[src/rtl/memory_arbiter.sv]
// Two-port (fetch / data) arbiter in front of a single fixed-latency memory.
// Define MEM_ARB_ROUND_ROBIN_EN for round-robin arbitration; default is data-over-fetch priority.
module memory_arbiter #(
  parameter int unsigned DATA_WIDTH  = 64,
  parameter int unsigned ADDR_WIDTH  = 64,
  parameter int unsigned MEM_LATENCY = 2
) (
  input  logic                  clock,
  input  logic                  reset_n,
  input  logic                  if_req,
  input  logic [ADDR_WIDTH-1:0] if_addr,
  output logic                  if_gnt,
  output logic                  if_rvalid,
  output logic [DATA_WIDTH-1:0] if_rdata,
  input  logic                  d_req,
  input  logic                  d_we,
  input  logic [ADDR_WIDTH-1:0] d_addr,
  input  logic [DATA_WIDTH-1:0] d_wdata,
  output logic                  d_gnt,
  output logic                  d_done,
  output logic [DATA_WIDTH-1:0] d_rdata,
  output logic                  mem_read,
  output logic                  mem_write,
  output logic [ADDR_WIDTH-1:0] mem_address,
  output logic [DATA_WIDTH-1:0] mem_write_data,
  input  logic [DATA_WIDTH-1:0] mem_read_data
);

  localparam logic [1:0] IDLE = 2'd0;
  localparam logic [1:0] BUSY = 2'd1;
  localparam logic [1:0] DONE = 2'd2;

  logic [1:0]            state_reg;
  logic [3:0]            cnt_reg;
  logic                  sel_data_reg;
  logic                  mem_read_reg;
  logic                  mem_write_reg;
  logic [ADDR_WIDTH-1:0] mem_address_reg;
  logic [DATA_WIDTH-1:0] mem_write_data_reg;
  logic [DATA_WIDTH-1:0] if_rdata_reg;
  logic [DATA_WIDTH-1:0] d_rdata_reg;
  logic                  if_rvalid_reg;
  logic                  d_done_reg;
  logic                  idle;
  logic                  d_win;
  logic                  accept;

  // Grants are gated by reset so every output reads 0 while reset is held.
  assign idle = reset_n && (state_reg == IDLE);

`ifdef MEM_ARB_ROUND_ROBIN_EN
  logic last_data_reg;  // 1 = data port served last

  always_ff @(posedge clock or negedge reset_n) begin
    if (!reset_n)
      last_data_reg <= 1'b0;
    else if (accept)
      last_data_reg <= d_gnt;
  end

  assign d_win = d_req && (!if_req || !last_data_reg);
`else
  assign d_win = d_req;
`endif

  assign d_gnt  = idle && d_win;
  assign if_gnt = idle && if_req && !d_win;
  assign accept = d_gnt || if_gnt;

  always_ff @(posedge clock or negedge reset_n) begin
    if (!reset_n) begin
      state_reg          <= IDLE;
      cnt_reg            <= 4'd0;
      sel_data_reg       <= 1'b0;
      mem_read_reg       <= 1'b0;
      mem_write_reg      <= 1'b0;
      mem_address_reg    <= '0;
      mem_write_data_reg <= '0;
      if_rdata_reg       <= '0;
      d_rdata_reg        <= '0;
      if_rvalid_reg      <= 1'b0;
      d_done_reg         <= 1'b0;
    end else begin
      case (state_reg)
        IDLE: begin
          if (accept) begin
            state_reg          <= BUSY;
            cnt_reg            <= 4'(MEM_LATENCY);
            sel_data_reg       <= d_gnt;
            mem_read_reg       <= if_gnt || !d_we;
            mem_write_reg      <= d_gnt && d_we;
            mem_address_reg    <= d_gnt ? d_addr : if_addr;
            mem_write_data_reg <= (d_gnt && d_we) ? d_wdata : '0;
          end
        end
        BUSY: begin
          cnt_reg <= cnt_reg - 4'd1;
          if (cnt_reg == 4'd1) begin
            state_reg <= DONE;
            if (mem_read_reg) begin
              if (sel_data_reg)
                d_rdata_reg <= mem_read_data;
              else
                if_rdata_reg <= mem_read_data;
            end
            if_rvalid_reg      <= !sel_data_reg;
            d_done_reg         <= sel_data_reg;
            mem_read_reg       <= 1'b0;
            mem_write_reg      <= 1'b0;
            mem_address_reg    <= '0;
            mem_write_data_reg <= '0;
          end
        end
        DONE: begin
          state_reg     <= IDLE;
          if_rvalid_reg <= 1'b0;
          d_done_reg    <= 1'b0;
        end
        default: state_reg <= IDLE;
      endcase
    end
  end

  assign mem_read       = mem_read_reg;
  assign mem_write      = mem_write_reg;
  assign mem_address    = mem_address_reg;
  assign mem_write_data = mem_write_data_reg;
  assign if_rdata       = if_rdata_reg;
  assign d_rdata        = d_rdata_reg;
  assign if_rvalid      = if_rvalid_reg;
  assign d_done         = d_done_reg;

endmodule

[config.mk]
export PLATFORM = sky130hd
export DESIGN_NAME = memory_arbiter
export DESIGN_NICKNAME = d
export VERILOG_FILES = /design/src/rtl/memory_arbiter.sv
export SDC_FILE = /design/constraint.sdc
export NUM_CORES = 1
export LEC_CHECK = 0
export BUFFER_PORTS_ARGS = -buffer_cell sky130_fd_sc_hd__buf_2
export CAP_MARGIN = 10
export CORE_AREA = 3 3 200 202
export DETAILED_ROUTE_END_ITERATION = 6
export DIE_AREA = 0 0 203 205
export MAX_ROUTING_LAYER = met4
export PLACE_DENSITY = 0.57
export RECOVER_POWER = 100
export SYNTH_ARGS = -nofsm -noshare
export SYNTH_HDL_FRONTEND = slang
export SYNTH_SLANG_ARGS = --single-unit
[constraint.sdc]
create_clock -name clock -period 1.9 [get_ports clock]
set_input_delay 0.095 -clock clock [delete_from_list [all_inputs] [get_ports clock]]
set_output_delay 0.095 -clock clock [all_outputs]
set_load 0.1 [all_outputs]
Yosys cells after proc, flatten, opt, wreduce, memory -nomap -nowiden:

Cells that the tools add are included.

* add/subtract/negate cells: 1
* bitwise operators: 1
* reduce and logical (&&, ||, !) cells: 20
* equality and inequality tests: 5
* multiplexer cells: 21

Operators with widths (number)
* $mux W64: 5
* $pmux W64 S2: 2
* $pmux W1 S2: 4
* $pmux W4 S2: 1
* $reduce_and A2 Y1: 4
* $reduce_and A4 Y1: 2
* $logic_and A1 B1 Y1: 5
* $mux W1: 5
* $eq A4 B1 Y1 const B: 1
* $mux W2: 2
* $mux W4: 1
* $ne A2 B2 Y1 const B: 2
* $pmux W2 S2: 1
* $reduce_bool A2 Y1: 2
* $sub A4 B1 Y4 const B: 1
* $logic_not A1 Y1: 3
* $reduce_and A3 Y1: 1
* $eq A2 B1 Y1 const B: 1
* $eq A2 B2 Y1 const B: 1
* $logic_not A2 Y1: 1
* $logic_or A1 B1 Y1: 2
* $not A1 Y1: 1

* word-level logic and storage cells: 59
* output and inout bits: 262
* bits in registers: 267
* bits of input ports: 261

Depth between registers and ports, before layout:

Gate-level depths: netlist of run 1.

* depth in word-level cells: 7
* mapped depth: 7
* mapped depth without buffers: 5

Worst setup path before layout of run 1:

No wires, ideal clock.

* path type: flip-flop to output port
* start point: register state_reg[1]
* end point: output if_gnt
* arrival time: 2440 ps
* path buffers: 2
* slack: -635 ps
* stages on the path, launching flop included: 6
* data required time: 1805 ps
* path through: dfrtp_1 -> clkbuf_1 -> nor3b_2 -> clkbuf_1 -> nand2_1 -> nor2_1

* cells in the longest elaborated chain, start to end: 4

RTL lines
* start, declared: line 33 `logic [1:0] state_reg;`
* start signal, assigned: line 72 `state_reg <= IDLE;`
* start signal, assigned: line 87 `state_reg <= BUSY;`
* start signal, assigned: line 99 `state_reg <= DONE;`
* $logic_not A2 Y1: line 49 `assign idle = reset_n && (state_reg == IDLE);`
* $logic_and A1 B1 Y1: line 49
* $logic_and A1 B1 Y1 (2 in a row): line 67 `assign if_gnt = idle && if_req && !d_win;`
* end, declared: line 12 `output logic if_gnt,`

No other way between the ends.

Final worst setup path of run 1:

* start point: register state_reg[1]
* end point: register d_rdata_reg[44] (netlist: d_rdata[44])

* cells in the longest elaborated chain, start to end: 2

RTL lines
* $eq A2 B1 Y1: line 84 `case (state_reg)`
* $reduce_and A4 Y1 (no line)
* end signal, assigned: line 102 `d_rdata_reg <= mem_read_data;`
* end, declared: line 41 `logic [DATA_WIDTH-1:0] d_rdata_reg;`

No other way between the ends.
A chain may end at the register's enable or synchronous reset.

==> run_results.csv, run 1 <==
group,metric,value,unit
detailed_routing,via_per_inst,5.09,
detailed_routing,vias,11500,
detailed_routing,wirelength,47100,um
synth,syn-num-nets,1180,
status,status,"complete, but fails checks",
final_layout,drive_above_1_share,44.9,%
die,die_h,205,um
setup_path,start_kind,"flop",
sta,fin_crit_sh,104,%
final_layout,area_growth,71.6,%
place,portBuffers,522,
synth,synth_fa_ha_area_share,0.218,%
min_path,min_from,"if_req",
detailed_routing,firstDrtPassIters,5,
setup_path,r2r_cells,6,
clocking,cts_tree,"yes",
grt,grt_pass1_wl,68900,um
setup_path,rr_endpoint,"d_rdata[44]",
sta,maxSlewViolCount,0,
synth,netlist_instances,917,
place,gp_congestion,0.791,
synth,synth_top_family_by_area,"compound AO/OA/AOI/OAI gates",
clocking,path_clk_slew,0.06,ns
final_layout,final_common_cell,"dfrtp_1",
clocking,numCtsBuffers,31,
die,pin_count,523,
synth,yosysSeqAreaShare,58.2,%
status,violations,"negative setup slack",
synth,syn_area_per_cell,12.5,sq um
grt,grt_pass1_vias,12100,
die,coreArea,0.0385,sq mm
min_path,hold_depth,4,
setup_path,regToRegStartpoint,"state_reg[1]",
sta,fin_setup_tns,-4.08,ns
setup_path,cp.required,2.33,ns
clocking,h-tree-depth,1,
sta,skew,0.0227,ns
sta,slew_headroom,32.4,%
die,start_util,29.8,%
die,die_x,203,um
clocking,clock-sinks,267,
sta,rsz0062_at_grt,"yes",
setup_path,crit_path_max_fanout,10,
grt,grt_antenna_before_repair,3,
sta,worst_slack,-0.0843,ns
synth,yosysWarnings,0,
sta,max_freq,0.504,GHz
detailed_routing,ant_nets,0,
detailed_routing,drt_first_iter_violations,664,
job,max_cap_violations,0,
synth,synth_xor_area_share,0.0764,%
sta,min_period,1.98,ns
die,row_count,72,
synth,netlist_area,0.0115,sq mm
clocking,clk_latency,0.57,ns
place,dp_hpwl,28900,um
setup_path,r2r_setup_slack,-0.08,ns
synth,synth-simple-area-share,9.75,%
detailed_routing,drc_errors,0,
grt,grt_use_total,21.2,%
sta,setup_viol,113,
synth,synth_compound_area_share,15.4,%
final_layout,fin_nets,1982,
setup_path,critPathArrivalTime,2.42,ns
setup_path,cp-end-kind,"flop",
min_path,hold_path.class,"in -> reg",
synth,netlist-cell-type-count,35,
setup_path,crit_type,"reg -> reg",
min_path,hold_end,"cnt_reg[0]",
clocking,cts_root_buf,"clkbuf_16",
synth,muxShareOfSynthArea,12.7,%
clocking,clockBufferDepth,3,
synth,ys_ff_latch,267,
sta,tightest_slew,1.01,ns
sta,hold_violations,0,
grt,grt_max_degree,118,
detailed_routing,detail_route.wl_per_cell,20.8,um
final_layout,final_cell_mix,"264 x dfrtp_1, 263 x clkbuf_2, 260 x dlygate4sd3_1",
die,fp.dieArea,0.0416,sq mm
grt,gr-total-overflow,0,
cells by family (layout without fill, tap and decap cells):
group / after synthesis / after routing
buffers and inverters: 95 / 920
multiplexers: 130 / 130
other: 0 / 3
XOR/XNOR: 1 / 1
AND/OR/NAND/NOR: 217 / 217
AO/OA/AOI/OAI: 205 / 205
flip-flops: 267 / 267
adder cells (fa/ha/maj): 2 / 2
cells in the mapped netlist:
cell	count	share of area, %
buf_4	8	0.52
a22oi_1	1	0.065
or3b_2	1	0.076
clkbuf_1	62	2.0
a21o_1	2	0.13
and4_1	1	0.076
mux2_2	8	0.79
a221oi_1	64	4.9
a21oi_1	2	0.087
a22o_1	65	5.0
dfrtp_1	267	58
inv_1	3	0.098
o211ai_1	1	0.065
ha_1	2	0.22
a31oi_1	1	0.055
mux2_1	120	12
nor3b_2	2	0.22
nand3_1	2	0.087
nor2_1	4	0.13
nand4b_1	1	0.076
o21ai_0	4	0.17
and2_1	1	0.055
nor3_1	1	0.044
mux2i_1	2	0.17
nand2b_1	3	0.16
o31ai_1	1	0.065
nor2b_1	1	0.055
nand3b_1	65	4.3
a41oi_1	64	4.9
xor2_1	1	0.076
nand2_1	133	4.4
and4bb_1	1	0.11
buf_2	20	0.87
or2_2	1	0.055
buf_1	2	0.065
layout make-up:
class / instances / area [sq um]
flip-flops and latches: 267 / 6690
clock inverters: 12 / 161
clock buffers: 44 / 895
fillers: 3278 / 18800
inverters: 3 / 11.3
well taps: 518 / 648
multi-input cells: 555 / 4870
diodes: 3 / 7.51
repair buffers: 861 / 6400
metrics by stage:
| stage | instances | instance area (sq um) | util (%) | worst slack, ns | hold WS, ns |
|---|---|---|---|---|---|
| global route | 2263 | 19700 | 51.2 | -0.132 | 0.0435 |
| finish | 2263 | 19700 | 51.2 | -0.0843 | 0.0355 |
| global placement | 1911 | 15000 | 39.0 | 0.0328 | -0.0822 |
| floorplan | 917 | 11500 | - | -0.183 | -0.201 |
| CTS | 2241 | 19000 | 49.5 | -0.0525 | -0.0644 |
| detailed placement | 1911 | 15000 | 39.0 | -0.00789 | -0.0819 |
worst max path at each step:
| stage | from | to | depth (start not counted) |
|---|---|---|---|
| global route | state_reg[1] | d_rdata[44] | 6 |
| floorplan | state_reg[1] | if_gnt | 5 |
| global placement | state_reg[1] | mem_address[10] | 5 |
| detailed placement | state_reg[1] | mem_address[35] | 5 |
| CTS | state_reg[1] | if_gnt | 6 |
| finish | state_reg[1] | d_rdata[44] | 6 |
worst max-delay path, stage by stage (launching register included):
cell and delay (ns):
dfrtp_2 0.44, buf_6 0.13, nor3b_4 0.29, and4_4 0.30, buf_12 0.18, clkbuf_16 0.18
mux2_1 0.32
routing by layer:
layer / part of all wire, % / wire length [um] / up-vias / track usage (%)
li1: - / - / 5072 / -
met1: 41 / 19400 / 5748 / 26.3
met2: 48 / 22700 / 606 / 34.9
met3: 7.5 / 3550 / 96 / 4.02
met4: 2.8 / 1330 / 0 / 7.50
met5: 0 / 0 / - / -
repair_timing:
action                     in CTS  in global routing
setup endpoints to repair      12                244
gates resized for setup        41                 96
pin swaps                       6                  1
setup buffers                   9                  9
hold endpoints to repair      297                  0
cloned                          5                 11
hold buffers                  260                  0
Power of run 1 is not shown: default switching activity piles up to over one toggle a cycle in this logic, so the estimate is an artifact.
==> run 2: changes to the inputs <==
--- a/config.mk
+++ b/config.mk
@@ -8,6 +8,7 @@
 export BUFFER_PORTS_ARGS = -buffer_cell sky130_fd_sc_hd__buf_2
 export CAP_MARGIN = 10
 export CORE_AREA = 3 3 200 202
+export CTS_BUF_LIST = sky130_fd_sc_hd__clkbuf_8 sky130_fd_sc_hd__clkbuf_16
 export DETAILED_ROUTE_END_ITERATION = 6
 export DIE_AREA = 0 0 203 205
 export MAX_ROUTING_LAYER = met4
==> run_results.csv, run 2 (synthesis results as in run 1) <==
group,metric,value,unit
die,fp.dieArea,0.0416,sq mm
place,place_inst,1911,
die,die_h,205,um
place,portBuffers,522,
die,row_count,72,
die,start_util,29.8,%
final_layout,fillers,3278,
grt,grt_antenna_before_repair,3,
clocking,path_clk_slew,0.06,ns
clocking,h-tree-depth,1,
final_layout,layout.cells.non_filler,2263,
setup_path,crit_path_max_fanout,10,
job,max_cap_violations,0,
detailed_routing,wirelength,47100,um
grt,grt_pass1_vias,12100,
sta,max_freq,0.504,GHz
final_layout,drive_above_1_share,44.9,%
setup_path,crit_type,"reg -> reg",
status,violations,"negative setup slack",
sta,hold_violations,0,
die,die_x,203,um
setup_path,cp.required,2.34,ns
detailed_routing,drt_first_iter_violations,695,
die,coreArea,0.0385,sq mm
clocking,cts_tree,"yes",
grt,grt_max_degree,118,
min_path,hold_path.class,"in -> reg",
setup_path,start_kind,"flop",
detailed_routing,drc_errors,0,
final_layout,final_cell_mix,"264 x dfrtp_1, 263 x clkbuf_2, 260 x dlygate4sd3_1",
sta,maxSlewViolCount,0,
sta,min_period,1.99,ns
grt,grt_pass1_wl,68900,um
clocking,clk_latency,0.57,ns
place,gp_congestion,0.791,
die,pin_count,523,
grt,grt_use_total,21.2,%
detailed_routing,firstDrtPassIters,5,
grt,gr-total-overflow,0,
final_layout,area_growth,71.6,%
detailed_routing,vias,11600,
clocking,clockBufferDepth,3,
clocking,cts_root_buf,"clkbuf_16",
sta,skew,0.0228,ns
sta,tightest_slew,1.04,ns
setup_path,cp-end-kind,"flop",
setup_path,r2r_cells,6,
detailed_routing,ant_nets,0,
setup_path,critPathArrivalTime,2.42,ns
final_layout,final_common_cell,"dfrtp_1",
place,dp_hpwl,28900,um
detailed_routing,via_per_inst,5.11,
sta,setup_viol,114,
min_path,hold_depth,4,
detailed_routing,detail_route.wl_per_cell,20.8,um
sta,fin_crit_sh,105,%
clocking,numCtsBuffers,31,
sta,worst_slack,-0.0861,ns
clocking,clock-sinks,267,
status,status,"complete, but fails checks",
sta,slew_headroom,30.4,%
sta,rsz0062_at_grt,"yes",
final_layout,fin_nets,1982,
==> run 2: layout make-up <==
cell class | count | area, sq um | area share (%)
multi-input combinational | 555 | 4870 | 24.7
clock buffer | 38 | 872 | 4.43
tap | 518 | 648 | 3.29
sequential | 267 | 6690 | 34.0
clock inverter | 18 | 184 | 0.935
timing repair buffer | 861 | 6400 | 32.5
inverter | 3 | 11.3 | 0.0572
antenna | 3 | 7.51 | 0.0381
==> run 2: metrics by stage <==
step | hold WS [ns] | area (sq um) | worst slack, ns | TNS (ns) | utilization, %
finish | 0.0376 | 19700 | -0.0861 | -4.05 | 51.2
global route | 0.0435 | 19700 | -0.132 | -14.73 | 51.2
detailed placement | -0.0819 | 15000 | -0.00789 | -0.0167 | 39.0
floorplan | -0.201 | 11500 | -0.183 | -0.183 | -
CTS | -0.0644 | 19000 | -0.0525 | -3.00 | 49.5
global placement | -0.0822 | 15000 | 0.0328 | 0 | 39.0
==> run 2: path summary, 6_finish.rpt <==
path | start | endpoint | slack, ns
max | state_reg[1] | d_rdata[44] | -0.09
min | if_req | cnt_reg[0] | 0.04
min in group asynchronous | reset_n | mem_address[21] | 0.39
max reg2reg | state_reg[1] | d_rdata[44] | -0.09
min reg2reg | d_rdata[47] | d_rdata[47] | 0.49
max in group asynchronous | reset_n | d_rdata[18] | 0.18
==> run 2: per-layer routing <==
| layer | vias to the layer above | GRT usage, % | part of all wire (%) |
|---|---|---|---|
| met3 | 93 | 4.02 | 7.4 |
| met5 | - | - | 0 |
| met1 | 5782 | 26.3 | 41 |
| met2 | 613 | 34.9 | 48 |
| li1 | 5080 | - | - |
| met4 | 0 | 7.50 | 2.8 |
==> run 2: repair_timing <==
item,CTS,global route
gates cloned,5,11
hold buffers,260,0
endpoints found under the setup margin,12,244
endpoints found under the hold margin,297,0
gates resized for setup,41,96
setup buffers,9,9
pin swaps,6,1
==> run 2: critical path, cell delays in order (launching register included) <==
cell and delay (ns):
dfrtp_2 0.44, buf_6 0.14, nor3b_4 0.29, and4_4 0.30, buf_12 0.18, clkbuf_16 0.18
mux2_1 0.32
Power of run 2 is left out for the same reason.
==> run 3: changes to the inputs <==
--- a/config.mk
+++ b/config.mk
@@ -7,12 +7,12 @@
 export LEC_CHECK = 0
 export BUFFER_PORTS_ARGS = -buffer_cell sky130_fd_sc_hd__buf_2
 export CAP_MARGIN = 10
-export CORE_AREA = 3 3 200 202
-export CTS_BUF_LIST = sky130_fd_sc_hd__clkbuf_8 sky130_fd_sc_hd__clkbuf_16
+export CORE_AREA = 3 3 203 205
+export CTS_BUF_LIST = sky130_fd_sc_hd__clkbuf_4 sky130_fd_sc_hd__clkbuf_8
 export DETAILED_ROUTE_END_ITERATION = 6
-export DIE_AREA = 0 0 203 205
+export DIE_AREA = 0 0 206 208
 export MAX_ROUTING_LAYER = met4
-export PLACE_DENSITY = 0.57
+export PLACE_DENSITY = 0.56
 export RECOVER_POWER = 100
 export SYNTH_ARGS = -nofsm -noshare
 export SYNTH_HDL_FRONTEND = slang
==> run_results.csv, run 3 (synthesis results as in run 1) <==
group,metric,value,unit
grt,gr-total-overflow,0,
clocking,h-tree-depth,2,
final_layout,fin_nets,2009,
final_layout,layout.cells.non_filler,2307,
clocking,numCtsBuffers,48,
grt,grt_max_degree,161,
final_layout,seq_area,0.00669,sq mm
place,dp_hpwl,29700,um
place,gp_congestion,0.801,
sta,rsz0062_at_grt,"yes",
place,placed_area,0.0150,sq mm
place,place_inst,1917,
sta,max_freq,0.516,GHz
setup_path,cp.required,2.36,ns
clocking,clock-sinks,267,
detailed_routing,wirelength,48000,um
setup_path,critPathArrivalTime,2.39,ns
die,die_x,206,um
place,portBuffers,522,
sta,hold_violations,0,
final_layout,final_cell_mix,"519 x buf_2, 264 x dfrtp_1, 262 x dlygate4sd3_1",
grt,grt_pass1_wl,68500,um
sta,fin_crit_sh,102,%
clocking,clockBufferDepth,3,
setup_path,cpPeakStageDelay,0.42,ns
final_layout,stdcell_area,0.0195,sq mm
final_layout,area_growth,70.3,%
setup_path,start_kind,"flop",
clocking,path_clk_slew,0.06,ns
detailed_routing,vias,11600,
sta,min_period,1.94,ns
setup_path,r2r_setup_slack,-0.04,ns
final_layout,final_common_cell,"buf_2",
clocking,clk_latency,0.60,ns
clocking,cts_tree,"yes",
status,violations,"max-slew violations, negative setup slack",
die,pin_count,523,
sta,fin_setup_tns,-0.899,ns
setup_path,cp_common_cell,"buf_4",
die,die_h,208,um
die,start_util,28.9,%
detailed_routing,ant_nets,0,
sta,setup_viol,71,
min_path,min_from,"d_we",
die,row_count,73,
min_path,hold_end,"mem_read",
job,max_cap_violations,0,
min_path,hold_path.class,"in -> reg",
setup_path,crit_path_max_fanout,7,
min_path,hold_depth,4,
grt,grt_pass1_vias,12000,
final_layout,multi_input_area,0.00474,sq mm
sta,slew_headroom,-5.23,%
setup_path,regToRegStartpoint,"state_reg[1]",
setup_path,cp-end-kind,"flop",
detailed_routing,detail_route.wl_per_cell,20.8,um
die,coreArea,0.0396,sq mm
sta,tightest_slew,1.58,ns
sta,worst_slack,-0.0366,ns
setup_path,critPathSlowestCell,"dfrtp_2",
sta,hold_slack,0.125,ns
setup_path,rr_endpoint,"d_rdata[52]",
setup_path,r2r_cells,6,
die,fp.dieArea,0.0428,sq mm
detailed_routing,drt_first_iter_violations,702,
grt,grt_use_total,20.6,%
status,status,"complete, but fails checks",
sta,maxSlewViolCount,191,
setup_path,crit_chain,"buf_4, nor3b_4, and4_4, buf_12, buf_4, mux2_1",
final_layout,drive_above_1_share,44.7,%
grt,grt_antenna_before_repair,5,
sta,skew,0.0283,ns
detailed_routing,firstDrtPassIters,5,
detailed_routing,drc_errors,0,
detailed_routing,via_per_inst,5.04,
clocking,cts_root_buf,"clkbuf_8",
final_layout,fillers,3493,
setup_path,crit_type,"reg -> reg",
## run 3: cell count changes in the layout (fill, tap and decap cells not counted), sizes merged, moves of 3 or more
| cell | before | now |
|---|---|---|
| buf | 321 | 594 |
| clkbuf | 315 | 91 |
| inv | 13 | 5 |
| bufbuf | 3 | 0 |
| bufinv | 3 | 0 |
| clkinv | 5 | 2 |
## run 3: layout make-up
cell class / count / share of cell area, %
multi-input cells: 555 / 24.3
diodes: 5 / 0.0640
clock buffers: 76 / 4.78
clock inverters: 5 / 0.192
flip-flops and latches: 267 / 34.2
inverters: 3 / 0.0576
well taps: 525 / 3.36
repair buffers: 871 / 33.1
## run 3: per-stage QoR
step                      utilization [%]  worst slack, ns
after global routing                 49.3           -0.138
after detailed placement             37.8           0.0578
after floorplan                         -           -0.183
after CTS                            47.2           -0.107
after global placement               37.8           0.0963
final                                49.3          -0.0366
## run 3: worst max-delay path by stage
stage	start	to
final	state_reg[1]	d_rdata[52]
after global routing	state_reg[1]	if_gnt
after CTS	state_reg[1]	if_gnt
after detailed placement	cnt_reg[0]	if_rdata[21]
after global placement	state_reg[0]	d_rdata[35]
after floorplan	state_reg[1]	if_gnt
## run 3: worst max-delay path: cells and delay by family, from the launching register on
kind	cells	cell delay (ns)
buffers and inverters	3	0.47
DFF	1	0.42
muxes	1	0.33
and+or+nand+nor	2	0.55
## run 3: repair_timing
| item | 4_1_cts | 5_1_grt |
|---|---|---|
| pin swaps | 7 | 12 |
| hold buffers | 262 | 0 |
| setup endpoints to repair | 2 | 201 |
| endpoints found under the hold margin | 526 | 0 |
| buffers inserted | 7 | 21 |
| gates cloned | 0 | 15 |
| gates resized for setup | 19 | 88 |
## run 3: per-layer routing
metal / wire length [um] / part of all wire [%] / GRT usage [%]
met1: 19400 / 40 / 24.7
met2: 22900 / 48 / 33.1
met3: 3850 / 8.0 / 5.51
met4: 1810 / 3.8 / 7.94
met5: 0 / 0 / -
Power of run 3 is left out for the same reason.
